$ cat src/rtl/conv3x3_mac_pipeline.sv
// conv3x3_mac_pipeline: 3x3 signed convolution that multiplies, accumulates, biases, shifts and saturates each window to one pixel.
// Latency: 3 cycles from window acceptance to valid_out; one window per cycle.
// Backpressure: none. Windows seen while weights_ok is low are dropped silently.
//
// Ports:
//   clk, rst                 clock and synchronous active-high reset
//   win_valid, win0..win8    window strobe and nine signed taps, row-major
//   w_load, bias_in          start a weight load and capture its bias
//   w_valid, w_data          weight beats 0..8, paired with win0..win8
//   valid_out, pix_out       output pixel strobe and value (held while idle)
//   sat_flag                 output was clipped to [-128, 127]
//   weights_ok, load_busy    a weight set has been committed / a load is in progress
// Build option: define RELU_EN to clamp negative output pixels to zero.
module conv3x3_mac_pipeline #(
    parameter int SHIFT = 4
) (
    input  logic              clk,
    input  logic              rst,
    input  logic              win_valid,
    input  logic signed [7:0] win0,
    input  logic signed [7:0] win1,
    input  logic signed [7:0] win2,
    input  logic signed [7:0] win3,
    input  logic signed [7:0] win4,
    input  logic signed [7:0] win5,
    input  logic signed [7:0] win6,
    input  logic signed [7:0] win7,
    input  logic signed [7:0] win8,
    input  logic              w_load,
    input  logic signed [15:0] bias_in,
    input  logic              w_valid,
    input  logic signed [7:0] w_data,
    output logic              valid_out,
    output logic signed [7:0] pix_out,
    output logic              sat_flag,
    output logic              weights_ok,
    output logic              load_busy
);

    typedef enum logic {IDLE, LOAD} state_t;

    localparam logic signed [19:0] PIX_MAX = 20'sd127;
    localparam logic signed [19:0] PIX_MIN = -20'sd128;

    logic signed [7:0]  taps [9];
    logic signed [7:0]  shadow_w [9];
    logic signed [7:0]  act_w [9];
    logic signed [15:0] shadow_bias;
    logic signed [15:0] act_bias;

    state_t     state_q, state_d;
    logic [3:0] cnt_q, cnt_d;
    logic       beat_wr;
    logic       commit;

    assign taps[0] = win0;
    assign taps[1] = win1;
    assign taps[2] = win2;
    assign taps[3] = win3;
    assign taps[4] = win4;
    assign taps[5] = win5;
    assign taps[6] = win6;
    assign taps[7] = win7;
    assign taps[8] = win8;

    // ---------------- weight load FSM ----------------
    always_ff @(posedge clk) begin
        if (rst) begin
            state_q <= IDLE;
            cnt_q   <= 4'd0;
        end else begin
            state_q <= state_d;
            cnt_q   <= cnt_d;
        end
    end

    // A fresh w_load always wins over a coincident beat; the restarted
    // sequence overwrites every shadow slot before it can commit, so the
    // stale partial shadow never needs explicit clearing.
    always_comb begin
        state_d = state_q;
        cnt_d   = cnt_q;
        beat_wr = 1'b0;
        commit  = 1'b0;
        case (state_q)
            IDLE: begin
                if (w_load) begin
                    state_d = LOAD;
                    cnt_d   = 4'd0;
                end
            end
            LOAD: begin
                if (w_load) begin
                    cnt_d = 4'd0;
                end else if (w_valid) begin
                    beat_wr = 1'b1;
                    if (cnt_q == 4'd8) begin
                        commit  = 1'b1;
                        state_d = IDLE;
                    end else begin
                        cnt_d = cnt_q + 4'd1;
                    end
                end
            end
            default: state_d = IDLE;
        endcase
    end

    assign load_busy = (state_q == LOAD);

    // The 9th beat goes straight into the active bank alongside the eight
    // shadow entries, so the commit needs no extra cycle.
    always_ff @(posedge clk) begin
        if (rst) begin
            for (int i = 0; i < 9; i++) begin
                shadow_w[i] <= 8'sd0;
                act_w[i]    <= 8'sd0;
            end
            shadow_bias <= 16'sd0;
            act_bias    <= 16'sd0;
            weights_ok  <= 1'b0;
        end else begin
            if (w_load) begin
                shadow_bias <= bias_in;
            end
            if (beat_wr) begin
                shadow_w[cnt_q] <= w_data;
            end
            if (commit) begin
                for (int i = 0; i < 8; i++) begin
                    act_w[i] <= shadow_w[i];
                end
                act_w[8]   <= w_data;
                act_bias   <= shadow_bias;
                weights_ok <= 1'b1;
            end
        end
    end

    // ---------------- stage 1: products ----------------
    // Bias is captured together with the weights so a commit landing while a
    // window is in stages 2/3 cannot mix banks.
    logic               accept;
    logic               v1;
    logic signed [15:0] prod1 [9];
    logic signed [15:0] bias1;

    assign accept = win_valid && weights_ok;

    always_ff @(posedge clk) begin
        if (rst) begin
            v1    <= 1'b0;
            bias1 <= 16'sd0;
            for (int i = 0; i < 9; i++) begin
                prod1[i] <= 16'sd0;
            end
        end else begin
            v1 <= accept;
            if (accept) begin
                bias1 <= act_bias;
                for (int i = 0; i < 9; i++) begin
                    prod1[i] <= 16'(taps[i]) * 16'(act_w[i]);
                end
            end
        end
    end

    // ---------------- stage 2: adder tree + bias ----------------
    logic               v2;
    logic signed [19:0] sum_c;
    logic signed [19:0] sum2;

    always_comb begin
        sum_c = 20'(bias1);
        for (int i = 0; i < 9; i++) begin
            sum_c = sum_c + 20'(prod1[i]);
        end
    end

    always_ff @(posedge clk) begin
        if (rst) begin
            v2   <= 1'b0;
            sum2 <= 20'sd0;
        end else begin
            v2 <= v1;
            if (v1) begin
                sum2 <= sum_c;
            end
        end
    end

    // ---------------- stage 3: shift, saturate, optional ReLU ----------------
    logic signed [19:0] shifted;
    logic signed [7:0]  pix_c;
    logic               sat_c;

    always_comb begin
        shifted = sum2 >>> SHIFT;
        pix_c   = shifted[7:0];
        sat_c   = 1'b0;
        if (shifted > PIX_MAX) begin
            pix_c = 8'sd127;
            sat_c = 1'b1;
        end else if (shifted < PIX_MIN) begin
            pix_c = -8'sd128;
            sat_c = 1'b1;
        end
`ifdef RELU_EN
        // The clamp is applied after saturation and does not raise sat_flag.
        if (pix_c[7]) begin
            pix_c = 8'sd0;
        end
`else
`endif
    end

    always_ff @(posedge clk) begin
        if (rst) begin
            valid_out <= 1'b0;
            pix_out   <= 8'sd0;
            sat_flag  <= 1'b0;
        end else begin
            valid_out <= v2;
            sat_flag  <= v2 && sat_c;
            if (v2) begin
                pix_out <= pix_c;
            end
        end
    end

endmodule

$ cat config.mk
export PLATFORM = sky130hd
export DESIGN_NAME = conv3x3_mac_pipeline
export DESIGN_NICKNAME = d
export VERILOG_FILES = /design/src/rtl/conv3x3_mac_pipeline.sv
export SDC_FILE = /design/constraint.sdc
export NUM_CORES = 2
export LEC_CHECK = 0
export ABC_AREA = 1
export CORE_UTILIZATION = 50
export CTS_CLUSTER_DIAMETER = 200
export CTS_CLUSTER_SIZE = 14
export DETAILED_ROUTE_END_ITERATION = 7
export GPL_TIMING_DRIVEN = 0
export PLACE_DENSITY = 0.68
export SYNTH_ARGS = -nofsm -noshare
export SYNTH_HDL_FRONTEND = slang
export SYNTH_SLANG_ARGS = --single-unit
$ cat constraint.sdc
create_clock -name clk -period 6.8 [get_ports clk]
set_input_delay 1.36 -clock clk [delete_from_list [all_inputs] [get_ports clk]]
set_output_delay 1.36 -clock clk [all_outputs]
set_load 0.05 [all_outputs]
### After elaboration in Yosys (flattened, before gate mapping)

Memories as Yosys holds them, arrays and structs flattened.
Cells that the tools add are included.
Widths: inputs -> output; s select.

| word-level totals | value |
|---|---|
| register bits | 86 |
| memory bits (writable) | 288 |
| output and inout port bits | 12 |
| word-level logic and storage cells | 116 |
| memories kept | 3 |

| cells by class | value |
|---|---|
| add/sub/neg operators | 10 |
| $mul | 9 |
| magnitude comparators | 2 |
| equal/unequal tests | 4 |
| multiplexer cells | 53 |
| bitwise logic cells | 19 |
| reductions and logical operators | 4 |

Memory list:

| name | words | bits a word | read ports | clocked after memory_dff | wr ports | RTL line | text |
|---|---|---|---|---|---|---|---|
| prod1 | 9 | 16 | 9 | 0 | 9 | 145 | `logic signed [15:0] prod1 [9];` |
| act_w | 9 | 8 | 9 | 0 | 9 | 47 | `logic signed [7:0] act_w [9];` |
| shadow_w | 9 | 8 | 8 | 0 | 9 | 46 | `logic signed [7:0] shadow_w [9];` |

Operators with widths:

| cell | number |
|---|---|
| $mul 8x8->16 | 9 |
| $mux 16 | 9 |
| $add 20x16->20 | 5 |
| $mux 8 | 12 |
| $mux 1 | 25 |
| $add 19x16->20 | 1 |
| $mux 4 | 5 |
| $add 18x16->19 | 1 |
| $add 17x16->18 | 1 |
| $or 1x1->1 | 18 |
| $add 16x16->17 | 1 |
| $gt 16x8->1 const B | 1 |
| $lt 16x8->1 const B | 1 |
| $pmux 4 s2 | 1 |
| $reduce_or 8->1 | 1 |
| $ne 3x3->1 const B | 2 |
| $add 4x1->4 const B | 1 |
| $eq 4x4->1 const B | 1 |
| $reduce_and 3->1 | 1 |
| $logic_and 1x1->1 | 2 |
| $ne 2x2->1 const B | 1 |
| $pmux 1 s2 | 1 |
| $not 1->1 | 1 |

### Longest topological paths before layout

| depth | value |
|---|---|
| word-level depth | 9 |
| mapped depth | 22 |
| mapped depth without buffers | 22 |

### Worst setup path after synthesis

OpenSTA, ideal clock, no wires.

| path | value |
|---|---|
| path kind | input -> register |
| start | input port win2[7] |
| end | memory prod1[2][15] (netlist: prod1[0][47]) (data pin) |
| setup time | 0.253 ns |
| arrival time | 5.081 ns |
| required time | 6.547 ns |
| path slack | 1.467 ns |
| cell stages on the path | 18 |
| cell sequence | clkbuf_1 -> nand2_1 -> fa_1 -> inv_1 -> fa_1 -> inv_1 -> fa_1 -> fa_1 -> inv_1 -> ha_1 -> nand2_1 -> nor3_1 -> inv_1 -> or2_2 -> nand4_1 -> nand2_1 -> nand2_1 -> nor2_1 |

RTL lines:

| element | RTL line | text |
|---|---|---|
| from (decl) | 22 | `input logic signed [7:0] win2,` |
| to (decl) | 145 |  |

==> impl_results.md <==
- Post-Place Cell Area: 41800 um^2
- Number of buffers on the longest clock path: 3
- Number of flops mapped to enable cells by yosys: 280
- Cell with the biggest individual delay on the critical path: sky130_fd_sc_hd__fa_1
- Synthesized area divided by synthesized cell count: 8.784 um^2
- Proportion of synthesized flip-flops having asynchronous set or reset: 0%
- Data arrival, critical path: 5.51 ns
- Sequential area share after synthesis: 25.10%
- Floorplan die area: 81210 um^2
- Overall power of the completed layout: 0.009600 W
- Total leakage power: 21.85 nW
- Met2 wire len: 45.58 mm
- Reg-to-reg setup timing slack: 1.88 ns
- Initial antenna violation count: 6
- Status: finished clean
- Post-CTS Setup Repair Bufs: 0
- Hold Violations, Final: 0
- Top Metal Used: met4
- Overall routed net length: 94.44 mm
- Synthesis-to-finish area growth: 6.528%
- Relative slew slack: 18.10%
- Fraction of layout cells with a size suffix above 1: 2.429%
- Die Wd: 285.0 um
- Routability congestion estimate: 0.9837
- Number of cells upsized or downsized after cts: 0
- Number of instances in the synthesized netlist: 4558
- Aggregate global-route resource usage: 24.13%
- Dominant cells by area after synthesis: sky130_fd_sc_hd__fa_1, sky130_fd_sc_hd__edfxtp_1, sky130_fd_sc_hd__inv_1
- Clock tree from TritonCTS: done
- Max Cap Violations: 0
- Synthesized area: 40040 um^2
- CP cell instances: clkbuf_1 > or2_2 > fa_1 > fa_1 > inv_1 > fa_1 > inv_1 > fa_1 > inv_1 > ha_1 > inv_1 > nor3_1 > a21oi_1 > o21bai_1 > o21ai_0 > a21oi_1
- Class of the most critical hold timing path: flip-flop to flip-flop
- Top FF cell, synth: sky130_fd_sc_hd__edfxtp_1
- Global-route wire length before repair: 153.3 mm
- Count of routing violations after the opening detailed-route iteration: 1870
- Worst stage delay on the critical path: 0.51 ns
- Transition at the pin with the smallest max-transition slack: 1.229 ns
- Most used cells in the layout excluding fill and tap cells: sky130_fd_sc_hd__inv_1, sky130_fd_sc_hd__nand2_1, sky130_fd_sc_hd__fa_1, sky130_fd_sc_hd__nor2_1, sky130_fd_sc_hd__ha_1
- Vertical extent of the die: 285.0 um
- Power per standard cell area: 225.1 nW/um^2
- Fmax: 194.6 MHz
- CTS Hold Bufs: 0
- TNS Setup: 0 ns
- Cell family contributing the most delay on the critical path: adder cells
- Initial Util: 50.60%
- Maximum number of pins on one net before global-route repair: 84
- Final net count: 5643
- Skew-Pair Late Insertion Delay: 0.61 ns
- Most common cell after layout, fill and taps aside: sky130_fd_sc_hd__inv_1
- Number of core rows: 103
- Port buffer count: 39
- Total buffers and inverters traversed by the critical path: 5
- Worst-path maximum fanout: 8
- Total of fill cells in the finished design: 7339
- Number of distinct library cells after synthesis: 38
- Startpoint-to-endpoint class of the critical path: input port to flip-flop
- Avg WL per Cell: 16.55 um
- Number of H-tree levels: 1
- CTS buffer count: 29
- GRT Residual Overflow: 0
- Setup repair after global routing missed its margin: no
- Layout Skew: 0.01606 ns
- Core outline area: 79130 um^2
- Number of primary I/O pins: 113
- Flops & latches, synth: 362
- Post-route antenna net violation count: 0
- Root cell of the clock tree: sky130_fd_sc_hd__clkbuf_16
- Minimum clock period: 5.140 ns
- Post-Synthesis Net Count: 5571
- Setup violators final: 0
- Via Count: 28200
- Clock slew at reported path FFs: 0.06 ns
- Tcrit/Tclk final: 75.59%
- Slew Limit Fails: 0
- Total length of routed met3 wires: 4.985 mm
- Share of the synthesized area in the top cell type: 31.30%
- Largest area contributor in the netlist: sky130_fd_sc_hd__fa_1
- CP required: 7.17 ns
- Launching element type of the critical path: input port
- Share of the core filled with cells: 53.90%
- Yosys warning total: 0
- Met1 wire length: 41.15 mm
- Post-route cell area: 42650 um^2
- Post-detailed-placement half-perimeter wirelength: 77.72 mm
- CP Capture Type: flip-flop
- Post-detailed-route DRC marker count: 0
- Vias in the first global route: 28610
- # clock sinks: 362
- Worst supply voltage drop on vdd: 0.0001486 V
- Number of search-and-repair iterations in the first detailed-routing pass: 6
- Routed via count divided by cell count: 4.942
==> worst paths after layout <==
kind | startpoint | end | cells past startpoint
worst max-delay path | win4[0] | prod1[0][76]$_SDFFCE_PN0P_ | 16
worst min register to register | shadow_bias[14]$_SDFFE_PP0P_ | shadow_bias[14]$_SDFFE_PP0P_ | 2
worst max register to register | prod1[0][47]$_SDFFCE_PN0P_ | sum2[19]$_SDFFE_PP0P_ | 17
worst min-delay path | shadow_bias[14]$_SDFFE_PP0P_ | shadow_bias[14]$_SDFFE_PP0P_ | 2
==> cell type report <==
type	instances	area, um^2	area share (%)
Inverter	1352	5075	11.90
Buffer	175	681.9	1.599
Multi-Input combinational cell	2669	24240	56.83
Timing Repair Buffer	41	437.9	1.027
Sequential cell	362	10050	23.56
Tap cell	1050	1314	3.080
Clock inverter	1	20.02	0.04694
Antenna cell	3	7.507	0.01760
Clock buffer	53	825.8	1.936
==> flip-flops by register name, summed over array words and instances (netlist names) <==
signal       flops
shadow_bias     16
sat_flag         1
pix_out          8
valid_out        1
cnt_q            4
load_busy        1
prod1          144
weights_ok       1
shadow_w        64
v1               1
v2               1
act_bias        16
act_w           72
sum2            16
bias1           16
==> metrics by stage <==
step,setup slack (ns),hold slack (ns),cells
global route,1.365,0.4876,5705
global placement,1.116,0.4505,5647
floorplan,1.467,0.4297,4558
finish,1.660,0.4666,5706
CTS,1.678,0.4717,5703
detailed placement,1.062,0.4614,5649
==> synthesized netlist by cell type (all sizes together) (5+ instances only) <==
cell,instances
buf,10
clkinv,10
nor2,297
a21o,15
o22ai,31
dfxtp,82
nand2,739
nor4,5
ha,286
o21ai,139
inv,1342
edfxtp,280
o21a,9
nor3,28
nand3,84
xor2,18
nand4,20
fa,626
a31oi,9
o31ai,9
xnor2,55
o21bai,15
clkbuf,165
a21oi,211
or2,62
==> tightest hold or removal path: stages, from the launching register on <==
cell and delay (ns):
sky130_fd_sc_hd__dfxtp_1 0.30, sky130_fd_sc_hd__inv_1 0.06, sky130_fd_sc_hd__a21oi_1 0.06
==> metal layers <==
layer | vias to the layer above | GRT usage [%]
li1 | 13620 | -
met1 | 13820 | 33.35
met2 | 648 | 40.49
met3 | 118 | 2.696
met4 | 0 | 6.430
met5 | - | 0
==> power by group <==
| group | switching [W] | internal, W |
|---|---|---|
| combinational | 0.00347 | 0.00204 |
| clock | 0.000802 | 0.000818 |
| sequential | 0.0000312 | 0.00244 |
| total | 0.00430 | 0.00530 |
==> cell families after synthesis <==
group	after synthesis	synth area share [%]
AOI/OAI and AO/OA	443	5.997
and+or+nand+nor	1241	12.71
xor gates and xnor gates	73	1.597
buffers and inverters	1527	14.36
DFF	362	25.10
adders and majority gates	912	40.24
No activity file was read; power rests on OpenSTA's default activity.
